[config.mk]
export PLATFORM = sky130hd
export DESIGN_NAME = sha256_digest_serializer_flat
export DESIGN_NICKNAME = d
export VERILOG_FILES = /design/src/rtl/sha256_pkg.sv /design/src/rtl/sha256_digest_serializer_if.sv /design/src/rtl/hex_nibble_to_ascii.sv /design/src/rtl/sha256_digest_serializer.sv /design/src/flat_wrapper.sv
export SDC_FILE = /design/constraint.sdc
export NUM_CORES = 1
export LEC_CHECK = 0
export BUFFER_PORTS_ARGS = -buffer_cell sky130_fd_sc_hd__buf_2
export CAP_MARGIN = 30
export CORE_AREA = 2 2 183 185
export CTS_BUF_LIST = sky130_fd_sc_hd__clkbuf_8
export CTS_CLUSTER_DIAMETER = 40
export DETAILED_ROUTE_END_ITERATION = 16
export DIE_AREA = 0 0 185 187
export PLACE_DENSITY = 0.68
export SYNTH_ARGS = -nofsm -noshare
export SYNTH_HDL_FRONTEND = slang
export SYNTH_SLANG_ARGS = --single-unit
[constraint.sdc]
create_clock -name clk -period 4.1 [get_ports clk]
set_input_delay 0 -clock clk [delete_from_list [all_inputs] [get_ports clk]]
set_output_delay 0 -clock clk [all_outputs]
set_load 0.005 [all_outputs]
[src/rtl/sha256_pkg.sv]
// Shared types and constants for the SHA-256 digest serializer.
// Hex-ASCII output is enabled by defining SHA256_SER_HEX_ASCII_EN.
package sha256_pkg;

  typedef enum logic [2:0] {
    S_IDLE,
    S_SEND,
    S_WAIT_TX,
    S_GAP,
    S_DONE
  } ser_state_t;

  localparam int DIGEST_W_DFLT = 256;
  localparam int DIGEST_BYTES  = 32;

  localparam logic [7:0] ASCII_DIGIT_BASE = 8'h30;
  localparam logic [7:0] ASCII_ALPHA_BASE = 8'h61;

endpackage

[src/rtl/sha256_digest_serializer_if.sv]
// Digest capture and UART transmitter handshake bundle.
// slave = serializer, master = digest source / transmitter side.
interface sha256_digest_serializer_if
  import sha256_pkg::*;
#(
  parameter int DIGEST_W = DIGEST_W_DFLT
);

  logic [DIGEST_W-1:0] digest_in;
  logic                digest_dv_in;
  logic                tx_done_in;
  logic                tx_dv_out;
  logic [7:0]          tx_byte_out;
  logic                busy_out;
  logic                done_out;
  logic                overrun_out;

  modport master (
    output digest_in,
    output digest_dv_in,
    output tx_done_in,
    input  tx_dv_out,
    input  tx_byte_out,
    input  busy_out,
    input  done_out,
    input  overrun_out
  );

  modport slave (
    input  digest_in,
    input  digest_dv_in,
    input  tx_done_in,
    output tx_dv_out,
    output tx_byte_out,
    output busy_out,
    output done_out,
    output overrun_out
  );

endinterface

[src/rtl/hex_nibble_to_ascii.sv]
// Maps a 4-bit nibble to its lowercase ASCII hex character.
// Used only when SHA256_SER_HEX_ASCII_EN is defined.
module hex_nibble_to_ascii
  import sha256_pkg::*;
(
  input  logic [3:0] nibble,
  output logic [7:0] ascii
);

  always_comb begin
    ascii = ASCII_DIGIT_BASE + {4'h0, nibble};
    if (nibble > 4'd9) begin
      ascii = ASCII_ALPHA_BASE + {4'h0, nibble} - 8'd10;
    end
  end

endmodule

[src/rtl/sha256_digest_serializer.sv]
// Captures a digest and streams it MSB-first to a UART transmitter.
// SHA256_SER_HEX_ASCII_EN selects two ASCII hex chars per byte.
module sha256_digest_serializer
  import sha256_pkg::*;
#(
  parameter int DIGEST_W   = DIGEST_W_DFLT,
  parameter int GAP_CYCLES = 0
) (
  input logic                       clk,
  input logic                       rst_n,
  sha256_digest_serializer_if.slave bus
);

`ifdef SHA256_SER_HEX_ASCII_EN
  localparam int UNITS = 2 * (DIGEST_W / 8);
`else
  localparam int UNITS = DIGEST_W / 8;
`endif
  localparam logic [5:0]  LAST    = 6'(UNITS - 1);
  localparam logic [15:0] GAP_LD  = 16'(GAP_CYCLES - 1);
  localparam bit          HAS_GAP = (GAP_CYCLES > 0);

  ser_state_t          state_q;
  logic [DIGEST_W-1:0] shift_q;
  logic [DIGEST_W-1:0] l_shift;
  logic [5:0]          cnt_q;
  logic [5:0]          l_cnt;
  logic [15:0]         gap_q;
  logic [7:0]          l_byte;
  logic                adv;

  logic                tx_dv_q;
  logic [7:0]          tx_byte_q;
  logic                busy_q;
  logic                done_q;
  logic                ovr_q;

`ifdef SHA256_SER_HEX_ASCII_EN
  logic [3:0] l_nib;

  // shift only once both characters of a byte are out
  assign adv   = cnt_q[0];
  assign l_nib = l_cnt[0] ? l_shift[DIGEST_W-5 -: 4]
                          : l_shift[DIGEST_W-1 -: 4];

  hex_nibble_to_ascii u_hex (
    .nibble (l_nib),
    .ascii  (l_byte)
  );
`else
  assign adv    = 1'b1;
  assign l_byte = l_shift[DIGEST_W-1 -: 8];
`endif

  // shift/count view of the unit about to be launched
  always_comb begin
    l_shift = shift_q;
    l_cnt   = cnt_q;
    unique case (1'b1)
      (state_q == S_IDLE): begin
        l_shift = bus.digest_in;
        l_cnt   = '0;
      end
      (state_q == S_WAIT_TX): begin
        l_shift = adv ? (shift_q << 8) : shift_q;
        l_cnt   = cnt_q + 6'd1;
      end
      default: ;
    endcase
  end

  always_ff @(posedge clk or negedge rst_n) begin
    if (!rst_n) begin
      state_q   <= S_IDLE;
      shift_q   <= '0;
      cnt_q     <= '0;
      gap_q     <= '0;
      tx_dv_q   <= 1'b0;
      tx_byte_q <= 8'h00;
      busy_q    <= 1'b0;
      done_q    <= 1'b0;
      ovr_q     <= 1'b0;
    end else begin
      tx_dv_q <= 1'b0;
      done_q  <= 1'b0;

      if (bus.digest_dv_in && state_q != S_IDLE) begin
        ovr_q <= 1'b1;
      end

      unique case (state_q)
        S_IDLE: begin
          if (bus.digest_dv_in) begin
            shift_q   <= l_shift;
            cnt_q     <= l_cnt;
            tx_dv_q   <= 1'b1;
            tx_byte_q <= l_byte;
            busy_q    <= 1'b1;
            state_q   <= S_SEND;
          end
        end
        S_SEND: begin
          state_q <= S_WAIT_TX;
        end
        S_WAIT_TX: begin
          if (bus.tx_done_in) begin
            if (cnt_q == LAST) begin
              done_q  <= 1'b1;
              state_q <= S_DONE;
            end else begin
              shift_q <= l_shift;
              cnt_q   <= l_cnt;
              if (HAS_GAP) begin
                gap_q   <= GAP_LD;
                state_q <= S_GAP;
              end else begin
                tx_dv_q   <= 1'b1;
                tx_byte_q <= l_byte;
                state_q   <= S_SEND;
              end
            end
          end
        end
        S_GAP: begin
          if (gap_q == '0) begin
            tx_dv_q   <= 1'b1;
            tx_byte_q <= l_byte;
            state_q   <= S_SEND;
          end else begin
            gap_q <= gap_q - 16'd1;
          end
        end
        S_DONE: begin
          busy_q  <= 1'b0;
          state_q <= S_IDLE;
        end
        default: begin
          state_q <= S_IDLE;
        end
      endcase
    end
  end

  assign bus.tx_dv_out   = tx_dv_q;
  assign bus.tx_byte_out = tx_byte_q;
  assign bus.busy_out    = busy_q;
  assign bus.done_out    = done_q;
  assign bus.overrun_out = ovr_q;

endmodule

[src/flat_wrapper.sv]
// flat-port wrapper written by rule: the top's interface ports become plain ports
module sha256_digest_serializer_flat import sha256_pkg::*;
#(
  parameter int DIGEST_W   = DIGEST_W_DFLT,
  parameter int GAP_CYCLES = 0
)
  (clk, rst_n, bus_digest_in, bus_digest_dv_in, bus_tx_done_in, bus_tx_dv_out, bus_tx_byte_out, bus_busy_out, bus_done_out, bus_overrun_out);
  sha256_digest_serializer_if #(.DIGEST_W(DIGEST_W)) bus_i ();
  input logic clk;
  input logic rst_n;
  input wire logic [$bits(bus_i.digest_in)-1:0] bus_digest_in;
  input wire logic [$bits(bus_i.digest_dv_in)-1:0] bus_digest_dv_in;
  input wire logic [$bits(bus_i.tx_done_in)-1:0] bus_tx_done_in;
  output wire logic [$bits(bus_i.tx_dv_out)-1:0] bus_tx_dv_out;
  output wire logic [$bits(bus_i.tx_byte_out)-1:0] bus_tx_byte_out;
  output wire logic [$bits(bus_i.busy_out)-1:0] bus_busy_out;
  output wire logic [$bits(bus_i.done_out)-1:0] bus_done_out;
  output wire logic [$bits(bus_i.overrun_out)-1:0] bus_overrun_out;
  assign bus_i.digest_in = bus_digest_in;
  assign bus_i.digest_dv_in = bus_digest_dv_in;
  assign bus_i.tx_done_in = bus_tx_done_in;
  assign bus_tx_dv_out = bus_i.tx_dv_out;
  assign bus_tx_byte_out = bus_i.tx_byte_out;
  assign bus_busy_out = bus_i.busy_out;
  assign bus_done_out = bus_i.done_out;
  assign bus_overrun_out = bus_i.overrun_out;
  sha256_digest_serializer #(.DIGEST_W(DIGEST_W), .GAP_CYCLES(GAP_CYCLES)) u_core (.clk(clk), .rst_n(rst_n), .bus(bus_i));
endmodule
==> impl_metrics.csv <==
group,metric,value,unit
synth,synth_async_sr_flop_share,1.00,
layout,drive_gt1_frac,0.232,
drt,drtAntennaViolNets,0,
grt,grt_max_degree,164,
die,die_x,185,um
worst_setup_path,crit_path_max_fanout,85,
timing,hold_viol,0,
layout,nets,1800,
worst_setup_path,cp.arrival,3.19,ns
timing,fin_tns_setup,0,ns
clocking,cts_setup_buffers,0,
worst_hold_path,holdCritPathClass,"primary input to asynchronous set/reset pin",
drt,routed_wirelength,36100,um
die,coreArea,32900,um2
drt,firstDrtPassIters,5,
timing,worst_slew_pin_slew,0.930,ns
timing,fmax,370,MHz
synth,ys_ff_latch,293,
synth,yosys.cell_types.count,41,
worst_setup_path,slowest_delay,0.73,ns
outcome,status,"completed",
drt,drcViolationCount,0,
worst_setup_path,worstPathRequired,4.59,ns
timing,min_period_over_period,0.658,
placed_design,place_inst,1673,
timing,skew,0.0312,ns
synth,syn_area_per_cell,12.4,um2
grt,grt_first_pass_wirelength,57600,um
power,totalPowerFinal,11.5,mW
placed_design,gp_congestion,0.789,
drt,vias,10754,
timing,setup_viol,0,
synth,synth_nets,1298,
clocking,tritoncts,"built",
clocking,clock-sinks,293,
timing,rsz0062_at_grt,"no",
timing,slew_headroom,0.378,
synth,synth.largest_area_cell,"dfrtp_1",
drt,drt-vias-per-instance,5.32,
clocking,insertion_delay,0.59,ns
die,fp.dieH,187,um
clocking,cts_max_level,2,
grt,grt_pass1_vias,11233,
synth,yosysSeqAreaShare,0.569,
placed_design,port-buffer-count,271,
clocking,clk_pin_slew_worst_paths,0.06,ns
clocking,cts_resized,0,
flow_run,maxCapViolCount,0,
synth,ys.flop_type,"dfrtp_1",
timing,fin_hold_ws,0.0362,ns
clocking,ctsRootBufferMaster,"clkbuf_8",
clocking,cts_hold_buffers,258,
layout,final_core_util,0.549,
die,dieArea,34600,um2
die,initial_utilization,0.392,
worst_setup_path,cp-start-kind,"register",
layout,area_growth,40.0,%
die,rows,67,
layout,final.fill_count,2722,
worst_setup_path,endpoint_kind,"register",
grt,grt_antenna_before_repair,1,
synth,synth_area_leaders,"dfrtp_1 (57%), a22o_1 (17%), a21o_1 (14%), buf_2 (2.4%), mux2i_1 (1.3%)",
placed_design,hpwl,20300,um
drt,drt_iter0_drc,791,
grt,grt.total_usage,0.205,
synth,synth_top_area_frac,0.569,
synth,yosysMostFrequentCell,"dfrtp_1",
synth,synth_commonest_cells,"dfrtp_1 (293), a22o_1 (249), a21o_1 (241)",
synth,yosysWarnings,0,
worst_setup_path,path_cells,"or3b_1, nor2_4, buf_4, a22o_1, a21o_1",
clocking,numCtsBuffers,53,
synth,synth-edff-count,0,
die,ios,272,
drt,routedWlPerCell,17.9,um
grt,overflow,0,
worst_setup_path,critical-path-slowest-cell,"buf_4",
power,cellPowerDensity,640,nW/um2
synth,syn-cell-area,12900,um2
power,leakagePower,9.90,nW
timing,slew_viol_final,0,
worst_setup_path,crit_type,"register to register",
layout,fin_cells,2020,
timing,min_period,2.70,ns
synth,syn_inst,1036,
clocking,clk_path_buf_depth,3,
power,peakVddDrop,644,uV
[worst max-delay path: cells and delay by family (launching register included)]
kind                   cells  cell delay [ns]
AOI/OAI and AO/OA          2             0.41
and+or+nand+nor            2             0.76
DFF                        1             0.65
buffers and inverters      1             0.73
[power breakdown]
part	total (mW)	switching, mW	internal [mW]	leakage, nW
registers	5.00	0.825	4.17	3.68
logic	3.85	1.85	2.00	5.63
clock network	2.70	1.22	1.48	0.581
[cell families (layout without fill, tap and decap cells)]
kind of cell / count (synthesis) / count (layout) / synth area share
other cells: 0 / 1 / 0
flops: 293 / 293 / 0.569
simple gates: 73 / 73 / 0.0325
fa+ha+maj: 2 / 2 / 0.00194
xor+xnor: 13 / 13 / 0.00883
buf+inv: 107 / 642 / 0.0467
compound gates: 531 / 531 / 0.328
mux: 17 / 17 / 0.0132
[per-layer routing]
| metal | wire length (um) | part of all wire | up-vias | track usage |
|---|---|---|---|---|
| li1 | - | - | 4939 | - |
| met5 | 0 | 0 | - | 0 |
| met3 | 2180 | 0.060 | 73 | 0.0436 |
| met4 | 866 | 0.024 | 0 | 0.0611 |
| met1 | 15600 | 0.43 | 5384 | 0.271 |
| met2 | 17400 | 0.48 | 358 | 0.339 |
[final cells by class]
cell class | count | area (um2) | share of cell area
Tap cell | 448 | 561 | 0.0310
Inverter | 13 | 48.8 | 0.00270
Clock buffer | 61 | 840 | 0.0465
Clock inverter | 27 | 195 | 0.0108
Multi-Input combinational cell | 636 | 4970 | 0.276
Sequential cell | 293 | 7330 | 0.406
Timing Repair Buffer | 541 | 4100 | 0.227
Antenna cell | 1 | 2.50 | 0.000139
[registers in the layout, indices dropped and copies added, names as in the netlist]
register / count
u_core.bus.tx_byte_out: 8
u_core.bus.busy_out: 1
u_core.bus.overrun_out: 1
u_core.bus.tx_dv_out: 1
u_core.state_q: 3
u_core.cnt_q: 6
u_core.gap_q: 16
u_core.shift_q: 256
u_core.bus.done_out: 1
[path summary, 6_finish.rpt]
kind                                     from  cells after the start  slack [ns]                  end
min reg2reg                  u_core.gap_q[15]                      1        0.47     u_core.gap_q[15]
min in group clk           bus_digest_in[253]                      5        0.04  u_core.shift_q[253]
max in group asynchronous               rst_n                      3        3.02  u_core.shift_q[208]
max reg2reg                 u_core.state_q[1]                      5        1.40  u_core.shift_q[102]
max                         u_core.state_q[1]                      5        1.40  u_core.shift_q[102]
min                                     rst_n                      2        0.04  u_core.shift_q[104]
[stage by stage]
stage / area [um2] / setup WS (ns)
3_5_place_dp: 14400 / 1.54
3_3_place_gp: 14400 / 1.58
6_report: 18100 / 1.40
5_1_grt: 18100 / 1.29
2_1_floorplan: 12900 / 2.30
4_1_cts: 18100 / 1.53
[cell usage in the layout, fill, tap and decap left out, types with 4 or more instances in the layout]
| cell type | n |
|---|---|
| a21o_1 | 241 |
| a21oi_1 | 6 |
| a22o_1 | 249 |
| buf_12 | 5 |
| buf_2 | 270 |
| buf_4 | 7 |
| clkbuf_8 | 61 |
| clkinv_2 | 7 |
| dfrtp_1 | 293 |
| dlygate4sd3_1 | 258 |
| inv_1 | 26 |
| mux2i_1 | 17 |
| nand2_1 | 17 |
| nand3_1 | 14 |
| nand4_1 | 4 |
| nor2_1 | 10 |
| nor3_1 | 5 |
| o211ai_1 | 6 |
| o21ai_0 | 23 |
| or4_1 | 4 |
| xnor2_1 | 9 |
| xor2_1 | 4 |
Note: power is estimated with default switching activity, not from simulation.
